===== config.mk =====
export PLATFORM = sky130hd
export DESIGN_NAME = pc_sequencer_flat
export DESIGN_NICKNAME = d
export VERILOG_FILES = /design/src/rtl/pc_sequencer_if.sv /design/src/rtl/pc_sequencer.sv /design/src/flat_wrapper.sv
export SDC_FILE = /design/constraint.sdc
export NUM_CORES = 1
export LEC_CHECK = 0
export BUFFER_PORTS_ARGS = -buffer_cell sky130_fd_sc_hd__buf_2
export CAP_MARGIN = 5
export CELL_PAD_IN_SITES_DETAIL_PLACEMENT = 0
export CELL_PAD_IN_SITES_GLOBAL_PLACEMENT = 1
export CORE_MARGIN = 5
export CORE_UTILIZATION = 34
export CTS_CLUSTER_DIAMETER = 30
export DETAILED_ROUTE_END_ITERATION = 8
export PLACE_DENSITY_LB_ADDON = 0.1
export SLEW_MARGIN = 40
export SYNTH_ARGS = -nofsm -noshare
export SYNTH_HDL_FRONTEND = slang
export SYNTH_SLANG_ARGS = --single-unit

===== constraint.sdc =====
create_clock -name clk -period 2.7 [get_ports clk]
set_clock_uncertainty 0.2 [all_clocks]
set_input_delay 0.81 -clock clk [delete_from_list [all_inputs] [get_ports clk]]
set_output_delay 0.81 -clock clk [all_outputs]
set_load 0.01 [all_outputs]

===== src/rtl/pc_sequencer_if.sv =====
// Request/status bundle between the fetch-stage control logic (master) and the
// program counter sequencer (slave).
interface pc_sequencer_if #(
  parameter int unsigned XLEN = 32
);
  logic            advance;
  logic            inc_half;
  logic            redirect;
  logic [XLEN-1:0] redirect_target;
  logic            trap;
  logic            mret;
  logic            trap_ack;
  logic [XLEN-1:0] pc;
  logic [XLEN-1:0] epc;
  logic            fault;
  logic [XLEN-1:0] fault_addr;
  logic            busy_fault;

  modport master (
    output advance, inc_half, redirect, redirect_target, trap, mret, trap_ack,
    input  pc, epc, fault, fault_addr, busy_fault
  );

  modport slave (
    input  advance, inc_half, redirect, redirect_target, trap, mret, trap_ack,
    output pc, epc, fault, fault_addr, busy_fault
  );
endinterface


===== src/rtl/pc_sequencer.sv =====
// Fetch-stage program counter with trap entry/return and misaligned-target fault capture.
// Define C_EXT_EN for 2-byte alignment and half-word (+2) sequential advance.
module pc_sequencer #(
  parameter int unsigned     XLEN         = 32,
  parameter logic [XLEN-1:0] RESET_VECTOR = '0,
  parameter logic [XLEN-1:0] TRAP_VECTOR  = XLEN'(32'h10)
) (
  input  logic          clk,
  input  logic          reset,
  pc_sequencer_if.slave bus
);

  typedef enum logic {
    RUN,
    FAULT
  } state_e;

`ifdef C_EXT_EN
  localparam logic [XLEN-1:0] ALIGN_MASK = XLEN'(1);
`else
  localparam logic [XLEN-1:0] ALIGN_MASK = XLEN'(3);
`endif

  // Misaligned vectors would fault forever, so reject them when the design is built.
  generate
    if ((RESET_VECTOR & ALIGN_MASK) != '0) begin : gBadResetVector
      $error("pc_sequencer: RESET_VECTOR is misaligned");
    end
    if ((TRAP_VECTOR & ALIGN_MASK) != '0) begin : gBadTrapVector
      $error("pc_sequencer: TRAP_VECTOR is misaligned");
    end
  endgenerate

  state_e          state_q, state_d;
  logic [XLEN-1:0] pc_q, pc_d;
  logic [XLEN-1:0] epc_q, epc_d;
  logic [XLEN-1:0] faultAddr_q, faultAddr_d;
  logic [XLEN-1:0] candidate;
  logic [XLEN-1:0] step;

`ifdef C_EXT_EN
  assign step = bus.inc_half ? XLEN'(2) : XLEN'(4);
`else
  logic unusedIncHalf;
  assign unusedIncHalf = bus.inc_half;
  assign step          = XLEN'(4);
`endif

  always_ff @(posedge clk) begin
    if (reset) begin
      state_q     <= RUN;
      pc_q        <= RESET_VECTOR;
      epc_q       <= '0;
      faultAddr_q <= '0;
    end else begin
      state_q     <= state_d;
      pc_q        <= pc_d;
      epc_q       <= epc_d;
      faultAddr_q <= faultAddr_d;
    end
  end

  // Trap beats every transfer, so a trap masks a misaligned redirect in the same cycle.
  always_comb begin
    state_d     = state_q;
    pc_d        = pc_q;
    epc_d       = epc_q;
    faultAddr_d = faultAddr_q;
    candidate   = bus.mret ? epc_q : bus.redirect_target;

    case (state_q)
      RUN: begin
        if (bus.trap) begin
          epc_d = pc_q;
          pc_d  = TRAP_VECTOR;
        end else if (bus.mret || bus.redirect) begin
          if ((candidate & ALIGN_MASK) != '0) begin
            epc_d       = pc_q;
            faultAddr_d = candidate;
            state_d     = FAULT;
          end else begin
            pc_d = candidate;
          end
        end else if (bus.advance) begin
          pc_d = pc_q + step;
        end
      end
      FAULT: begin
        if (bus.trap_ack) begin
          pc_d    = TRAP_VECTOR;
          state_d = RUN;
        end
      end
      default: state_d = RUN;
    endcase
  end

  assign bus.pc         = pc_q;
  assign bus.epc        = epc_q;
  assign bus.fault      = (state_q == FAULT);
  assign bus.busy_fault = (state_q == FAULT);
  assign bus.fault_addr = faultAddr_q;

endmodule


===== src/flat_wrapper.sv =====
// flat-port wrapper written by rule: the top's interface ports become plain ports
module pc_sequencer_flat 
#(
  parameter int unsigned     XLEN         = 32,
  parameter logic [XLEN-1:0] RESET_VECTOR = '0,
  parameter logic [XLEN-1:0] TRAP_VECTOR  = XLEN'(32'h10)
)
  (clk, reset, bus_advance, bus_inc_half, bus_redirect, bus_redirect_target, bus_trap, bus_mret, bus_trap_ack, bus_pc, bus_epc, bus_fault, bus_fault_addr, bus_busy_fault);
  pc_sequencer_if #(.XLEN(XLEN)) bus_i ();
  input  logic clk;
  input  logic reset;
  input wire logic [$bits(bus_i.advance)-1:0] bus_advance;
  input wire logic [$bits(bus_i.inc_half)-1:0] bus_inc_half;
  input wire logic [$bits(bus_i.redirect)-1:0] bus_redirect;
  input wire logic [$bits(bus_i.redirect_target)-1:0] bus_redirect_target;
  input wire logic [$bits(bus_i.trap)-1:0] bus_trap;
  input wire logic [$bits(bus_i.mret)-1:0] bus_mret;
  input wire logic [$bits(bus_i.trap_ack)-1:0] bus_trap_ack;
  output wire logic [$bits(bus_i.pc)-1:0] bus_pc;
  output wire logic [$bits(bus_i.epc)-1:0] bus_epc;
  output wire logic [$bits(bus_i.fault)-1:0] bus_fault;
  output wire logic [$bits(bus_i.fault_addr)-1:0] bus_fault_addr;
  output wire logic [$bits(bus_i.busy_fault)-1:0] bus_busy_fault;
  assign bus_i.advance = bus_advance;
  assign bus_i.inc_half = bus_inc_half;
  assign bus_i.redirect = bus_redirect;
  assign bus_i.redirect_target = bus_redirect_target;
  assign bus_i.trap = bus_trap;
  assign bus_i.mret = bus_mret;
  assign bus_i.trap_ack = bus_trap_ack;
  assign bus_pc = bus_i.pc;
  assign bus_epc = bus_i.epc;
  assign bus_fault = bus_i.fault;
  assign bus_fault_addr = bus_i.fault_addr;
  assign bus_busy_fault = bus_i.busy_fault;
  pc_sequencer #(.XLEN(XLEN), .RESET_VECTOR(RESET_VECTOR), .TRAP_VECTOR(TRAP_VECTOR)) u_core (.clk(clk), .reset(reset), .bus(bus_i));
endmodule

==> impl_metrics.toml <==
[status]
status = "finished, final reports clean"

[grt]
grt_max_degree = 59
grt_usage_pct = 19.5
antenna_found_initial = 0
gr-total-overflow = 0
grt_first_pass_wirelength_mm = 25.5
grt_pass1_vias = 4841

[placement]
place.gp.congestion = 0.850
io_buffers = 136
dp.cells = 902
dp_hpwl_mm = 11.8

[die]
rows = 43
die-height_um = 128
core-area_um2 = 13800
io_pins = 138
initial_utilization_pct = 34.4
die_w_um = 128
dieArea_um2 = 16400

[setup_path]
setup.reg_to_reg.worst_slack_ns = 0.16
r2r-start = "u_core.bus.pc[2]"
cp.arrival_ns = 2.58
worstSetupEndpointType = "flop"
startpoint_type = "flop"
ff2ff_path_depth = 6
critPathRequiredTime_ns = 2.74
crit_type = "flop to flop"
worstSetupEndpoint = "u_core.bus.pc[28]"
r2r_end = "u_core.bus.pc[28]"
cp-startpoint = "u_core.bus.pc[2]"
path_max_fanout = 4

[synth]
synth_seq_area_share_pct = 41.0
synthTopCellsByArea = "dfxtp_1, mux2i_1, nor2_1"
synth_top_cell_by_area = "dfxtp_1"
synth-edff-count = 0
netlist_area_um2 = 4740
syn-mean-instance-area_um2 = 8.35
syn-num-nets = 608
yosysWarnings = 0
synth-main-ff-cell = "dfxtp_1"
ys_types = 57
syn_inst = 567
synth_seq_cells = 97
async_flop_share_pct = 0
yosysTopAreaCellShare_pct = 41.0

[power_and_ir_drop]
p_sw_uw = 909
ir_worst_vdd_v = 0.000228
p_int_uw = 2590
clkPwrFrac_pct = 39.6
total_power_uw = 3500
p_per_area_nw_per_um2 = 555
p_leak_uw = 0.00283
seqPwrFrac_pct = 43.9
pwr-share-comb_pct = 16.5
power.share.switching_pct = 26.0

[clock_tree]
ctsHoldBuffers = 0
ctsHtreeMaxLevel = 3
clockBufferDepth = 2
cts_buffers = 9
clk_latency_ns = 0.34
clk_pin_slew_ns = 0.06
post_cts_resized = 0
cts_tree = "yes"
root_buffer = "clkbuf_16"
postCtsSetupBuffers = 0
clkSinkCount = 97

[final_layout]
final_common_cell = "buf_2"
fin_cells = 916
final_cell_mix = "buf_2, nor2_1, dfxtp_1"
areaGrowthSynthToFinish_pct = 33.2
drive_gt1_share_pct = 31.3
nets = 774
diodes = 0
ff_latch_area_um2 = 1940
final_util_pct = 45.8
fill_cells = 1441
multi_input_area_um2 = 2560

[timing]
finalHoldViolations = 0
period_minus_slack_ns = 2.54
rsz0062_at_grt = "false"
fmax_mhz = 393
setup-tns-final_ns = 0
tightest_slew_ns = 0.454
drv_slew = 0
maxSlewHeadroom_pct = 69.4
whs_ns = 0.262
report.final.setup_viol = 0
min_period_over_period_pct = 94.2

[routing]
vias_per_cell = 5.29
wl_per_cell_um = 17.5
firstDrtPassIters = 4
drc_errors = 0
routed-via-count = 4843
drtIter0Drc = 281
ant_nets = 0
wl_mm = 16.0

[hold_path]
min_path_type = "flop to flop"

[run]
cap_violations = 0
[worst min path at each step]
stage | startpoint | end | slack [ns] | depth (start not counted)
4_1_cts | u_core.bus.fault_addr[0] | u_core.bus.fault_addr[0] | 0.26 | 2
3_5_place_dp | u_core.bus.fault_addr[0] | u_core.bus.fault_addr[0] | 0.25 | 2
3_3_place_gp | u_core.bus.fault_addr[1] | u_core.bus.fault_addr[1] | 0.25 | 2
5_1_grt | u_core.bus.fault_addr[0] | u_core.bus.fault_addr[0] | 0.28 | 2
2_1_floorplan | u_core.bus.fault_addr[0] | u_core.bus.fault_addr[0] | 0.28 | 2
6_report | u_core.bus.fault_addr[0] | u_core.bus.fault_addr[0] | 0.26 | 2
[logic make-up (layout without fill, tap and decap cells)]
| family | after synthesis | count (layout) | synth area share, % |
|---|---|---|---|
| simple gates | 207 | 207 | 20.0 |
| xor+xnor | 1 | 1 | 0.185 |
| compound gates | 144 | 144 | 20.3 |
| flops | 97 | 97 | 41.0 |
| buf+inv | 56 | 225 | 5.36 |
| mux | 61 | 61 | 12.9 |
| fa+ha+maj | 1 | 1 | 0.264 |
[layer usage]
| layer | routed length, um | share of wire, % | track usage (%) | vias to the layer above |
|---|---|---|---|---|
| li1 | - | - | - | 2384 |
| met1 | 7550 | 47 | 26.4 | 2309 |
| met2 | 7390 | 46 | 31.6 | 135 |
| met3 | 837 | 5.2 | 3.62 | 15 |
| met4 | 204 | 1.3 | 5.74 | 0 |
| met5 | 0 | 0 | 0 | - |
[registers in the layout, summed over array words and instances, names as in the netlist]
signal	flops
u_core.bus.fault_addr	32
u_core.bus.pc	32
u_core.bus.busy_fault	1
u_core.bus.epc	32
[layout make-up]
type / count / share of cell area, %
Clock buffer: 11 / 4.01
Clock inverter: 3 / 1.03
Inverter: 12 / 0.714
Multi-Input combinational cell: 414 / 40.6
Sequential cell: 97 / 30.8
Tap cell: 180 / 3.57
Timing Repair Buffer: 199 / 19.3
[critical path: stages, from the launching register on]
cell     delay, ns
dfxtp_1       0.33
ha_1          0.29
nand4_4       0.13
or4_4         0.51
or4_4         0.56
a31o_1        0.23
a32o_1        0.19
[cells in the mapped netlist, types with 3 or more instances]
| cell type | number |
|---|---|
| o31ai_1 | 4 |
| o21ai_0 | 33 |
| nand3_1 | 10 |
| clkbuf_1 | 16 |
| a211oi_1 | 28 |
| nor4_1 | 9 |
| inv_1 | 12 |
| buf_2 | 18 |
| dfxtp_1 | 97 |
| o22ai_1 | 4 |
| o32ai_1 | 6 |
| and2_1 | 3 |
| a31o_2 | 4 |
| a21oi_1 | 25 |
| mux2i_1 | 61 |
| a311oi_1 | 4 |
| o2bb2ai_1 | 3 |
| o211ai_1 | 3 |
| or2_2 | 4 |
| nor2_1 | 104 |
| o21a_1 | 3 |
| buf_1 | 7 |
| nor3_1 | 9 |
| nand4_1 | 11 |
| a31oi_1 | 10 |
| nand2_1 | 43 |
[metrics by stage]
step           cell area (um^2)  setup WS, ns
6_report                   6310         0.157
2_1_floorplan              4740        0.0435
5_1_grt                    6310        0.0555
4_1_cts                    6310         0.140
3_3_place_gp               5990       -0.0189
3_5_place_dp               5990       -0.0501
[power groups by stage]
stage	clock, uW	sequential, uW	combinational [uW]
2_1_floorplan	0	1600	295
3_3_place_gp	0	1570	572
3_5_place_dp	0	1570	581
4_1_cts	1430	1540	584
5_1_grt	1480	1540	637
6_report	1390	1540	579
Power figures use the tool's default switching activity.
